### config.mk
export PLATFORM = sky130hd
export DESIGN_NAME = ex_mem_reg
export DESIGN_NICKNAME = d
export VERILOG_FILES = /design/src/rtl/ex_mem_reg_pkg.sv /design/src/rtl/pipe_field.sv /design/src/rtl/ex_mem_reg.sv
export SDC_FILE = /design/constraint.sdc
export NUM_CORES = 1
export LEC_CHECK = 0
export BUFFER_PORTS_ARGS = -buffer_cell sky130_fd_sc_hd__buf_4
export CAP_MARGIN = 20
export CORE_AREA = 2 2 127 129
export CTS_BUF_LIST = sky130_fd_sc_hd__clkbuf_8
export CTS_CLUSTER_DIAMETER = 200
export DETAILED_ROUTE_END_ITERATION = 10
export DIE_AREA = 0 0 129 131
export GPL_TIMING_DRIVEN = 0
export HOLD_SLACK_MARGIN = 0.12
export PLACE_DENSITY = 0.68
export SYNTH_ARGS = -nofsm -noshare
export SYNTH_HDL_FRONTEND = slang
export SYNTH_SLANG_ARGS = --single-unit
### constraint.sdc
create_clock -name clk -period 1.71 [get_ports clk]
set_clock_uncertainty 0.1 [all_clocks]
set_input_delay 0.2565 -clock clk [delete_from_list [all_inputs] [get_ports clk]]
set_output_delay 0.2565 -clock clk [all_outputs]
set_load 0.005 [all_outputs]
### src/rtl/ex_mem_reg_pkg.sv
// rtl/ex_mem_reg_pkg.sv - shared widths and write-back select codes for the EX/MEM stage
package ex_mem_reg_pkg;

    localparam int XLEN_DEF   = 32;
    localparam int REG_AW_DEF = 5;

    typedef enum logic [1:0] {
        WB_ALU  = 2'b00,
        WB_EXT  = 2'b01,
        WB_PC   = 2'b10,
        WB_DRAM = 2'b11
    } wb_sel_e;

endpackage

### src/rtl/pipe_field.sv
// rtl/pipe_field.sv - pipeline field register: async active-low reset, flush clears, stall holds
module pipe_field #(
    parameter int W = 1
) (
    input  logic         clk,
    input  logic         rst_n,
    input  logic         i_stall,
    input  logic         i_flush,
    input  logic [W-1:0] i_d,
    output logic [W-1:0] o_q
);

    logic [W-1:0] r_q;

    // flush outranks stall so a held bubble can still be squashed
    always_ff @(posedge clk or negedge rst_n) begin
        if (!rst_n) begin
            r_q <= '0;
        end else if (i_flush) begin
            r_q <= '0;
        end else if (!i_stall) begin
            r_q <= i_d;
        end
    end

    assign o_q = r_q;

endmodule

### src/rtl/ex_mem_reg.sv
// rtl/ex_mem_reg.sv - EX/MEM pipeline register with forwarding-hit and load-use detection
module ex_mem_reg
    import ex_mem_reg_pkg::*;
#(
    parameter int XLEN   = XLEN_DEF,
    parameter int REG_AW = REG_AW_DEF
) (
    input  logic              clk,
    input  logic              rst_n,
    input  logic              stall,
    input  logic              flush,
    input  logic              ex_valid,
    input  logic [XLEN-1:0]   ex_pc,
    input  logic [XLEN-1:0]   ex_wD,
    input  logic [XLEN-1:0]   ex_aluc,
    input  logic [XLEN-1:0]   ex_rD2,
    input  logic [REG_AW-1:0] ex_wR,
    input  logic              ex_rf_we,
    input  logic [1:0]        ex_rf_wsel,
    input  logic              ex_dram_we,
    input  logic [REG_AW-1:0] id_rs1,
    input  logic [REG_AW-1:0] id_rs2,
    output logic              mem_valid,
    output logic [XLEN-1:0]   mem_pc,
    output logic [XLEN-1:0]   mem_wD,
    output logic [XLEN-1:0]   mem_aluc,
    output logic [XLEN-1:0]   mem_rD2,
    output logic [REG_AW-1:0] mem_wR,
    output logic              mem_rf_we,
    output logic [1:0]        mem_rf_wsel,
    output logic              mem_dram_we,
    output logic              fwd_rs1_hit,
    output logic              fwd_rs2_hit,
    output logic [XLEN-1:0]   fwd_data,
    output logic              load_use
);

    localparam int CTRL_W = 5 + REG_AW;
    localparam int DATA_W = 4 * XLEN;

    logic [CTRL_W-1:0] w_ctrl_d;
    logic [CTRL_W-1:0] w_ctrl_q;
    logic [DATA_W-1:0] w_data_d;
    logic [DATA_W-1:0] w_data_q;
    logic              w_wr_ok;
    logic              w_is_load;
    logic              w_rs1_match;
    logic              w_rs2_match;

    // write enables are masked by valid so a bubble entering MEM can never write
    assign w_ctrl_d = {ex_valid, ex_valid & ex_rf_we, ex_valid & ex_dram_we, ex_rf_wsel, ex_wR};
    assign w_data_d = {ex_pc, ex_wD, ex_aluc, ex_rD2};

    pipe_field #(.W(CTRL_W)) u_ctrl (
        .clk     (clk),
        .rst_n   (rst_n),
        .i_stall (stall),
        .i_flush (flush),
        .i_d     (w_ctrl_d),
        .o_q     (w_ctrl_q)
    );

    pipe_field #(.W(DATA_W)) u_data (
        .clk     (clk),
        .rst_n   (rst_n),
        .i_stall (stall),
        .i_flush (flush),
        .i_d     (w_data_d),
        .o_q     (w_data_q)
    );

    assign {mem_valid, mem_rf_we, mem_dram_we, mem_rf_wsel, mem_wR} = w_ctrl_q;
    assign {mem_pc, mem_wD, mem_aluc, mem_rD2}                      = w_data_q;

    // x0 is excluded here, so neither hits nor load_use can ever fire on it
    assign w_wr_ok     = mem_valid & mem_rf_we & (mem_wR != '0);
    assign w_is_load   = (mem_rf_wsel == WB_DRAM);
    assign w_rs1_match = (mem_wR == id_rs1);
    assign w_rs2_match = (mem_wR == id_rs2);

    assign fwd_rs1_hit = w_wr_ok & w_rs1_match & ~w_is_load;
    assign fwd_rs2_hit = w_wr_ok & w_rs2_match & ~w_is_load;
    assign fwd_data    = mem_wD;
    assign load_use    = w_wr_ok & w_is_load & (w_rs1_match | w_rs2_match);

endmodule

==> results of run 1 <==
## registers in the layout (all words and copies together), names as in the netlist
| signal | cells |
|---|---|
| u_data.o_q | 128 |
| u_ctrl.o_q | 10 |
## cell families after synthesis
kind of cell | synth area share, %
mux | 23.1
simple gates | 9.80
compound gates | 0.509
xor+xnor | 1.48
flops | 58.5
buf+inv | 6.58
## cell usage in the layout, fill, tap and decap left out
cell type,Yosys,final
buf_4,37,366
dlygate4sd3_1,0,157
nor2_1,142,140
mux2i_1,136,136
dfrtp_1,138,135
clkbuf_8,0,18
clkbuf_1,16,16
buf_2,10,9
xor2_1,6,6
xnor2_1,4,4
clkinvlp_4,0,4
bufinv_16,0,4
nand2_1,3,3
clkinv_2,0,3
dfrtp_2,0,3
nor3_1,2,2
nand3_1,2,2
nor2_2,0,2
a21oi_1,2,2
buf_6,0,2
or4_4,0,1
o211ai_2,1,1
nand2b_4,0,1
a211oi_2,0,1
clkinv_4,0,1
inv_1,0,1
buf_16,0,1
## per-layer routing
| metal | vias to the layer above | wire [um] | global-route usage, % | part of all wire, % |
|---|---|---|---|---|
| met4 | 0 | 810 | 13.1 | 4.0 |
| met5 | - | 0 | 0 | 0 |
| met2 | 239 | 10800 | 42.4 | 53 |
| li1 | 2638 | - | - | - |
| met3 | 63 | 1240 | 6.51 | 6.1 |
| met1 | 2714 | 7480 | 25.7 | 37 |
## synthesized netlist by cell type
cell,n,area share (%)
dfrtp_1,138,59
nor3_1,2,0.17
a211oi_1,1,0.13
nor2_1,142,9.0
mux2i_1,136,23
buf_2,10,0.85
buf_4,37,4.7
xnor2_1,4,0.59
o211ai_2,1,0.21
nand3_1,2,0.17
xor2_1,6,0.89
nand2_1,3,0.19
clkbuf_1,16,1.0
or4_1,1,0.13
nand2b_1,1,0.11
a21oi_1,2,0.17
## layout make-up
| class | instances | area (um^2) | area share [%] |
|---|---|---|---|
| clock inverters | 13 | 178 | 1.66 |
| plain buffers | 62 | 383 | 3.58 |
| flip-flops and latches | 138 | 3460 | 32.3 |
| repair buffers | 489 | 4090 | 38.2 |
| well taps | 216 | 270 | 2.52 |
| clock buffers | 18 | 248 | 2.31 |
| multi-input cells | 301 | 2080 | 19.4 |
## where the power goes
group          leakage (uW)  switching, uW  total [uW]  internal, uW
registers           0.00183            135        3580          3440
clock network      0.000208           1280        2880          1610
logic               0.00375            626        1630          1010
total               0.00579           2040        8100          6060
## worst max-delay path, cell delays in order, from the launching register on
cell and delay (ns):
dfrtp_2 0.43, or4_4 0.54, o211ai_2 0.19, nand2b_4 0.16, nor2_2 0.04, buf_4 0.13
## through the flow
stage	util, %	power, uW	hold slack, ns
finish	68.6	8100	0.291
global route	68.6	8480	0.309
CTS	68.4	8120	0.256
detailed placement	55.2	4940	0.177
global placement	55.0	4890	0.395
floorplan	-	4110	-0.139
## what timing repair did
item	in CTS	in global routing
gates cloned	0	0
hold buffers	157	0
gates resized for setup	4	5
endpoints found under the hold margin	199	0
pin swaps	0	8
endpoints found under the setup margin	3	11
buffers inserted	5	4
## worst max-delay path by stage
stage / from / to / slack (ns) / cells past startpoint
after global routing: u_ctrl.o_q[2]$_DFFE_PN0P_ / fwd_rs1_hit / -0.62 / 5
after CTS: u_ctrl.o_q[1]$_DFFE_PN0P_ / fwd_rs2_hit / -0.58 / 5
after global placement: rst_n / u_data.o_q[74]$_DFFE_PN0P_ / -0.25 / 1
after detailed placement: u_ctrl.o_q[1]$_DFFE_PN0P_ / fwd_rs2_hit / -0.13 / 5
after floorplan: u_ctrl.o_q[1]$_DFFE_PN0P_ / fwd_rs2_hit / 0.07 / 4
final: u_ctrl.o_q[2]$_DFFE_PN0P_ / fwd_rs1_hit / -0.57 / 5
==> run summary, run 1 <==
Outcome: finished, violations left
Violations in the final reports: negative setup slack
Area of the core: 15,600 um^2
Final HPWL DP: 13,300 um
Area growth from synthesis to layout: 81.5%
Number of design-rule violations left by the first detailed-router iteration: 257
Remaining global-route overflow: 0
Syn Area/Cell: 11.7 um^2
Worst-path clk slew: 0.08 ns
Number of cells traversed by the worst register-to-register path: 4
Worst-case register-to-register setup slack: 0.15 ns
Insertion delay to the later sink of the worst-skew pair: 0.44 ns
Initial antenna violation count: 0
Power per standard cell area: 756 nW/um^2
Cell leakage power: 0.00579 uW
Unrepaired setup endpoints after global routing: yes
Post-route non-filler standard cell count: 1,237
Count of mapped cells out of synthesis: 502
Global-route wire length before repair: 30,800 um
Area of the die: 16,900 um^2
Total clock buffers created by CTS: 17
Standard-cell row count: 46
Wirelength, routed: 20,300 um
Flops & latches, synth: 138
Type of element capturing the critical path: primary output
Via count of the first global-routing pass: 6,082
Die width: 129 um
Worst hold path type: in -> async
Via density per instance: 4.57
Placed instance area: 8620 um^2
Number of distinct library cells after synthesis: 16
Summed area of non-filler cells in the final layout: 10,700 um^2
Source of the worst register-to-register timing path: u_ctrl.o_q[2]$_DFFE_PN0P_
Fmax: 0.438 GHz
Net Count, Synth: 654
Maximum clock path buffer count: 2
Startpoint kind of the worst setup timing path: flop
DP Worst Slack: -0.132 ns
Post-route DRC violation count: 0
Maximum number of pins on one net before global-route repair: 78
Weighted congestion at the end of routability-driven global placement: 0.800
Relative slew margins: 56.2%
Total GRT Usage: 23.8%
Sequential fraction of the synthesis area: 58.5%
DRT Pass-1 Iters: 4
Initial Util: 37.8%
Post-Route Setup TNS: -1.68 ns
Measured slew at the worst slew-check pin: 0.657 ns
R2R Path End: u_ctrl.o_q[2]$_DFFE_PN0P_
TritonCTS clock tree: built
Number of maximum-capacitance constraint violations: 0
Largest voltage drop on the vdd net: 0.506 mV
Time the worst path needs with I/O delays and setup: 2.28 ns
Total number of nets in the final design: 1,161
Inst Count DP: 1,041
Critical Setup Path Class: reg -> out
Worst EP arrival: 1.93 ns
Required @ worst endpoint: 1.35 ns
Worst Path Max Fanout: 4
Cell area after synthesis: 5900 um^2
Final WS setup: -0.575 ns
Clock Sink Count: 138
DRT antenna net count: 0
Count of boundary I/O pins: 325
Ratio of cells with drive above 1 in the final layout: 40.8%
CTS H-Tree Depth: 4
Count of yosys warnings during synthesis: 0
Routed wire per std cell: 16.4 um
Total number of vias: 5,654
Final Hold Viols: 0
Portion of the clock cycle consumed by the worst path in the final layout: 134%
Clock root buffer: clkbuf_8
Number of failing setup endpoints in the final timing report: 3
Chip Height: 131 um
Fill cell total of the finished layout: 1,161
Total of buffers placed on input and output ports: 322
Count of final max-slew check failures: 0
Diodes inserted: 0
Note: power is estimated with default switching activity, not from simulation.
==> inputs of run 2 (changes only) <==
--- a/config.mk
+++ b/config.mk
@@ -7,14 +7,15 @@
 export LEC_CHECK = 0
 export BUFFER_PORTS_ARGS = -buffer_cell sky130_fd_sc_hd__buf_4
 export CAP_MARGIN = 20
-export CORE_AREA = 2 2 127 129
+export CORE_AREA = 2 2 124 126
 export CTS_BUF_LIST = sky130_fd_sc_hd__clkbuf_8
 export CTS_CLUSTER_DIAMETER = 200
 export DETAILED_ROUTE_END_ITERATION = 10
-export DIE_AREA = 0 0 129 131
+export DIE_AREA = 0 0 126 128
 export GPL_TIMING_DRIVEN = 0
 export HOLD_SLACK_MARGIN = 0.12
-export PLACE_DENSITY = 0.68
+export PLACE_DENSITY = 0.73
 export SYNTH_ARGS = -nofsm -noshare
 export SYNTH_HDL_FRONTEND = slang
+export SYNTH_HIERARCHICAL = 1
 export SYNTH_SLANG_ARGS = --single-unit
==> run 2 against run 1 <==
Net effect:
- the run still ends with negative setup slack left
- total power increased by 2.4%
- global-route usage increased by 0.71 points
- sequential share of layout area decreased by 0.48 points
- wire length decreased by 1.8%
- clock-buffer cell count unchanged
- synthesized cell count decreased by 0.60%
- die area decreased by 4.6%
- cell area increased by 1.5%
- utilization increased by 4.5 points
- cell count decreased by 2.7%
- via count increased by 1.1%
- critical endpoint unchanged
- largest power group unchanged
==> run summary, run 2 <==
Outcome: finished, violations left
Violations in the final reports: negative setup slack
Unrepaired setup endpoints after global routing: yes
Number of failing setup endpoints in the final timing report: 3 (unchanged)
Final Hold Viols: 0 (unchanged)
Count of final max-slew check failures: 0 (unchanged)
Measured slew at the worst slew-check pin: 0.588 ns (-0.0696 ns)
Count of mapped cells out of synthesis: 499 (-0.60%)
Total number of vias: 5,719 (+1.1%)
Post-route DRC violation count: 0 (unchanged)
Leading cell types in the layout, fill and taps excluded: 357 x buf_4, 158 x dlygate4sd3_1, 138 x mux2i_1, 138 x nor2_1, 134 x dfrtp_1
Asr flop ratio synth: 100% (unchanged)
Routed wire per std cell: 16.6 um (+0.90%)
R2R Path End: u_ctrl/o_q[1]$_DFFE_PN0P_
Largest voltage drop on the vdd net: 0.482 mV (-4.6%)
Critical Setup Path Class: reg -> out
Routing usage on met3: 6.80% (+0.29 points)
Global-route met1 utilization: 26.8% (+1.1 points)
Number of maximum-capacitance constraint violations: 0 (unchanged)
Chip Height: 128 um (-2.3%)
Clock Sink Count: 138 (unchanged)
Sequential fraction of the synthesis area: 56.6% (-1.9 points)
Standard-cell row count: 45 (-2.2%)
Die width: 126 um (-2.3%)
DP Worst Slack: -0.115 ns (+0.0169 ns)
Top cells by count, synth: 140 x nor2_1, 138 x dfrtp_1, 138 x mux2i_1
Total of buffers placed on input and output ports: 322 (unchanged)
Post-synthesis cell type with the largest combined area: dfrtp_1
Syn Area/Cell: 12.2 um^2 (+4.1%)
Weighted congestion at the end of routability-driven global placement: 0.865 (+8.2%)
Worst-case register-to-register setup slack: 0.11 ns (-0.04 ns)
Post-Route Setup TNS: -1.72 ns (-0.0324 ns)
Area contributors post-synth: dfrtp_1 57%, mux2i_1 23%, nor2_1 8.6%
Number of cells traversed by the worst register-to-register path: 4 (unchanged)
TritonCTS clock tree: built
Maximum clock path buffer count: 2 (unchanged)
Type of element capturing the critical path: primary output
Wirelength, routed: 20,000 um (-1.8%)
Via count of the first global-routing pass: 6,178 (+1.6%)
Library cell with the highest instance count after synthesis: nor2_1
Source of the worst register-to-register timing path: u_ctrl/o_q[1]$_DFFE_PN0P_
Net switching power: 2020 uW (-0.90%)
CTS H-Tree Depth: 4 (unchanged)
Initial antenna violation count: 0 (unchanged)
Initial Util: 41.0% (+3.2 points)
Count of yosys warnings during synthesis: 6 (+6)
Total clock buffers created by CTS: 17 (unchanged)
Global-route wire length before repair: 31,200 um (+1.1%)
Ratio of cells with drive above 1 in the final layout: 40.9% (+0.10 points)
Total GRT Usage: 24.5% (+0.71 points)
Net Count, Synth: 651 (-0.46%)
Area of the die: 16,100 um^2 (-4.6%)
Time the worst path needs with I/O delays and setup: 2.30 ns (+0.0110 ns)
Number of distinct library cells after synthesis: 19 (+3)
Area fraction of the dominant cell type after synthesis: 56.6% (-1.9 points)
Startpoint kind of the worst setup timing path: flop
Via density per instance: 4.75 (+3.9%)
DRT antenna net count: 0 (unchanged)
Final HPWL DP: 12,900 um (-2.7%)
Power per standard cell area: 763 nW/um^2 (+0.84%)
Worst EP arrival: 1.94 ns (about the same)
Portion of the clock cycle consumed by the worst path in the final layout: 134% (+0.64 points)
Fill cell total of the finished layout: 926 (-20%)
Final WS setup: -0.586 ns (-0.0110 ns)
Area of the core: 14,900 um^2 (-4.7%)
Area growth from synthesis to layout: 78.2%
Count of boundary I/O pins: 325 (unchanged)
Global route hottest layer: met2
Fmax: 0.436 GHz (-0.48%)
Number of design-rule violations left by the first detailed-router iteration: 160 (-38%)
Total number of nets in the final design: 1,155 (-0.52%)
Flops & latches, synth: 138 (unchanged)
Clock share of power: 36.2% (+0.6 points)
Post-Route Utilization: 73.1% (+4.5 points)
Net switching share of the total power: 24.4% (-0.81 points)
Maximum number of pins on one net before global-route repair: 91 (+17%)
Insertion delay to the later sink of the worst-skew pair: 0.43 ns (about the same)
Met2 track utilization from global routing: 44.6% (+2.2 points)
Diodes inserted: 0 (unchanged)
Relative slew margins: 60.8% (+4.6 points)
Max FFs per register: 128 (unchanged)
Clock root buffer: clkbuf_8
Worst hold path type: in -> async
Remaining global-route overflow: 0 (unchanged)
Worst-path clk slew: 0.08 ns (about the same)
Cell area after synthesis: 6100 um^2 (+3.4%)
Top_reg_cell synth: dfrtp_1
Cell leakage power: 0.00584 uW (+0.83%)
DRT Pass-1 Iters: 4 (unchanged)
Combinational Power Share: 20.5% (+0.3 points)
EDFF count, synth: 0 (unchanged)
Internal Power: 6270 uW (+3.5%)
Commonest non-fill, non-tap cell in the layout: buf_4
Sequential share of power: 43.2% (-1.0 points)
Required @ worst endpoint: 1.35 ns (about the same)
Worst Path Max Fanout: 2 (-2)
-- run 2: power groups by stage --
stage,logic [uW],registers (uW),clock network (uW)
5_1_grt,1820,3600,3230
4_1_cts,1670,3580,3080
2_1_floorplan,541,3630,0
3_5_place_dp,1350,3640,0
3_3_place_gp,1310,3630,0
6_report,1700,3580,3000
-- run 2: cell families after synthesis --
kind of cell           Yosys count  synth area share (%)
buffers and inverters           62                  9.56
multiplexers                   138                  22.6
AO/OA/AOI/OAI                    2                 0.328
XOR/XNOR                        10                  1.44
AND/OR/NAND/NOR                149                  9.43
flip-flops                     138                  56.6
-- run 2: area by class of cell --
cell class / instances / area, um^2 / area share [%]
Timing Repair Buffer: 485 / 4060 / 37.4
Sequential cell: 138 / 3460 / 31.8
Tap cell: 188 / 235 / 2.16
Clock inverter: 14 / 204 / 1.88
Buffer: 62 / 583 / 5.36
Multi-Input combinational cell: 299 / 2080 / 19.1
Clock buffer: 18 / 248 / 2.28
-- run 2: how the worst max path moves through the flow --
stage	from	to	slack [ns]	depth (start not counted)
after floorplan	u_ctrl/o_q[1]$_DFFE_PN0P_	fwd_rs2_hit	0.07	4
after global placement	rst_n	u_data/o_q[47]$_DFFE_PN0P_	-0.22	1
after detailed placement	u_ctrl/o_q[1]$_DFFE_PN0P_	fwd_rs2_hit	-0.12	5
after CTS	u_ctrl/o_q[1]$_DFFE_PN0P_	fwd_rs1_hit	-0.54	5
after global routing	u_ctrl/o_q[1]$_DFFE_PN0P_	fwd_rs2_hit	-0.65	5
final	u_ctrl/o_q[1]$_DFFE_PN0P_	fwd_rs1_hit	-0.59	5
-- run 2: repair_timing --
item	4_1_cts	5_1_grt
endpoints found under the hold margin	246	0
setup endpoints to repair	3	3
hold buffers	158	0
pin swaps	0	3
buffers inserted	3	1
resized for setup	4	4
-- run 2: critical path: stages, from the launching register on --
cell and delay (ns):
dfrtp_2 0.42, or4_4 0.53, o211ai_2 0.22, nand2b_4 0.18, nor2_2 0.04, buf_4 0.13
-- run 2: per-layer routing --
metal / up-vias / routed length [um]
li1: 2626 / -
met1: 2765 / 7410
met2: 273 / 10500
met3: 55 / 1460
met4: 0 / 653
met5: - / 0
-- run 2: metrics by stage --
stage / cells / cell area, um^2 / hold slack [ns] / power, uW
2_1_floorplan: 499 / 6100 / -0.139 / 4170
3_3_place_gp: 1009 / 8750 / 0.395 / 4940
3_5_place_dp: 1010 / 8780 / 0.117 / 4990
4_1_cts: 1203 / 10900 / 0.193 / 8330
5_1_grt: 1204 / 10900 / 0.223 / 8660
6_report: 1204 / 10900 / 0.219 / 8290
==> inputs of run 3 (changes only) <==
--- a/config.mk
+++ b/config.mk
@@ -15,6 +15,8 @@
 export GPL_TIMING_DRIVEN = 0
 export HOLD_SLACK_MARGIN = 0.12
 export PLACE_DENSITY = 0.73
+export RECOVER_POWER = 100
+export SLEW_MARGIN = 5
 export SYNTH_ARGS = -nofsm -noshare
 export SYNTH_HDL_FRONTEND = slang
 export SYNTH_HIERARCHICAL = 1
==> run 3 against run 2 <==
Net effect:
- the flow still finishes with violations (negative setup slack)
- setup slack better by 0.0057 ns
- fmax rose by 0.25%
- sequential power about the same
- wire length shrank 0.67%
- global-route usage unchanged
- cell count stayed put
- die area is the same
- via count barely moved
- combinational power fell by 4%
- register-to-register slack hardly changed
- critical path depth unchanged
==> run summary, run 3 (synthesis results as in run 2) <==
Outcome: finished, violations left
Violations in the final reports: negative setup slack
Total number of nets in the final design: 1,155 (unchanged)
Required @ worst endpoint: 1.35 ns (about the same)
Initial antenna violation count: 0 (unchanged)
Count of boundary I/O pins: 325 (unchanged)
Diodes inserted: 0 (unchanged)
TritonCTS clock tree: built
Clock root buffer: clkbuf_8
CTS H-Tree Depth: 4 (unchanged)
Post-route DRC violation count: 0 (unchanged)
Weighted congestion at the end of routability-driven global placement: 0.865 (unchanged)
Area of the die: 16,100 um^2 (unchanged)
Total power: 8210 uW (-0.97%)
Global-route wire length before repair: 31,200 um (unchanged)
Total number of vias: 5,716 (-0.052%)
Relative slew margins: 26.6% (-34 points)
DP Worst Slack: -0.115 ns (unchanged)
Post-Route Setup TNS: -1.70 ns (+0.0173 ns)
Total of buffers placed on input and output ports: 322 (unchanged)
Largest voltage drop on the vdd net: 0.479 mV (-0.64%)
Inst Count DP: 1,010 (unchanged)
Commonest non-fill, non-tap cell in the layout: clkbuf_4
Post-route non-filler standard cell count: 1,204 (unchanged)
Unrepaired setup endpoints after global routing: yes
Remaining global-route overflow: 0 (unchanged)
Cell leakage power: 0.00559 uW (-4.2%)
Maximum clock path buffer count: 2 (unchanged)
Initial Util: 41.0% (unchanged)
Worst hold path type: in -> reg
Insertion delay to the later sink of the worst-skew pair: 0.42 ns (about the same)
Die width: 126 um (unchanged)
Standard-cell row count: 45 (unchanged)
Chip Height: 128 um (unchanged)
Seq. cell area: 3460 um^2 (unchanged)
Number of maximum-capacitance constraint violations: 0 (unchanged)
Max FFs per register: 128 (unchanged)
Total GRT Usage: 24.5% (unchanged)
Maximum number of pins on one net before global-route repair: 91 (unchanged)
Final WS setup: -0.580 ns (+0.00569 ns)
Final Hold Viols: 0 (unchanged)
Type of element capturing the critical path: primary output
Via density per instance: 4.75 (about the same)
Critical Setup Path Class: reg -> out
Area of the core: 14,900 um^2 (unchanged)
Final HPWL DP: 12,900 um (unchanged)
DRT Pass-1 Iters: 4 (unchanged)
Worst EP arrival: 1.93 ns (about the same)
Number of design-rule violations left by the first detailed-router iteration: 163 (+1.9%)
Time the worst path needs with I/O delays and setup: 2.29 ns (-0.00569 ns)
DRT antenna net count: 0 (unchanged)
Wirelength, routed: 19,800 um (-0.67%)
Fmax: 0.437 GHz (+0.25%)
Measured slew at the worst slew-check pin: 1.10 ns (+0.513 ns)
Ratio of cells with drive above 1 in the final layout: 36.3% (-4.6 points)
Clock Sink Count: 138 (unchanged)
Fill cell total of the finished layout: 989 (+6.8%)
Startpoint kind of the worst setup timing path: flop
Worst Path Max Fanout: 2 (unchanged)
Portion of the clock cycle consumed by the worst path in the final layout: 134% (-0.33 points)
Area growth from synthesis to layout: 75.3%
Leading cell types in the layout, fill and taps excluded: 179 x clkbuf_4, 158 x dlygate4sd3_1, 138 x mux2i_1, 138 x nor2_1
Worst-path clk slew: 0.08 ns (about the same)
Multi-input gate area: 2080 um^2 (unchanged)
Power per standard cell area: 768 nW/um^2 (+0.66%)
Routed wire per std cell: 16.5 um (-0.67%)
Number of failing setup endpoints in the final timing report: 3 (unchanged)
Count of final max-slew check failures: 0 (unchanged)
Total clock buffers created by CTS: 17 (unchanged)
Via count of the first global-routing pass: 6,178 (unchanged)
-- run 3: cell count changes in the layout (fill, tap and decap cells not counted), sizes merged --
cell / change
buf: -226
clkbuf: +226
-- run 3: layer usage --
layer  part of all wire (%)  GRT usage, %
met3                    7.3          6.80
met2                     52          44.6
met5                      0             0
met4                    3.6          10.2
met1                     37          26.8
-- run 3: area by class of cell --
cell class,count,area share (%)
clock buffers,18,2.32
flip-flops and latches,138,32.3
repair buffers,485,36.4
plain buffers,62,5.42
clock inverters,14,1.91
well taps,188,2.20
multi-input cells,299,19.5
-- run 3: report_power, final --
part | internal (uW) | total [uW] | switching (uW)
combinational | 995 | 1630 | 634
clock | 1760 | 3000 | 1240
sequential | 3450 | 3580 | 133
-- run 3: repair_timing --
action | CTS | global route
endpoints found under the hold margin | 246 | 0
endpoints found under the setup margin | 3 | 3
buffers inserted | 3 | 1
hold buffers | 158 | 0
gates resized for setup | 4 | 4
pin swaps | 0 | 3
-- run 3: final timing paths --
path / startpoint / cells after the start / end / slack (ns)
min in group asynchronous: rst_n / 2 / u_data/o_q[114]$_DFFE_PN0P_ / 0.47
max in group asynchronous: rst_n / 3 / u_ctrl/o_q[3]$_DFFE_PN0P_ / 0.02
setup / recovery: u_ctrl/o_q[1]$_DFFE_PN0P_ / 5 / fwd_rs1_hit / -0.58
setup reg to reg: u_ctrl/o_q[1]$_DFFE_PN0P_ / 4 / u_ctrl/o_q[1]$_DFFE_PN0P_ / 0.11
hold / removal: stall / 4 / u_data/o_q[23]$_DFFE_PN0P_ / 0.24
hold reg to reg: u_data/o_q[10]$_DFFE_PN0P_ / 2 / u_data/o_q[10]$_DFFE_PN0P_ / 0.43
-- run 3: stage by stage --
stage	cell area, um^2	hold slack [ns]	utilization [%]
final	10700	0.238	71.9
after global routing	10700	0.223	71.9
after CTS	10900	0.193	73.0
after detailed placement	8780	0.117	59.1
after global placement	8750	0.395	58.9
after floorplan	6100	-0.139	-
-- run 3: critical path: stages (launching register included) --
cell and delay (ns):
dfrtp_2 0.42, or4_4 0.53, o211ai_2 0.21, nand2b_4 0.18, nor2_2 0.04, buf_4 0.13
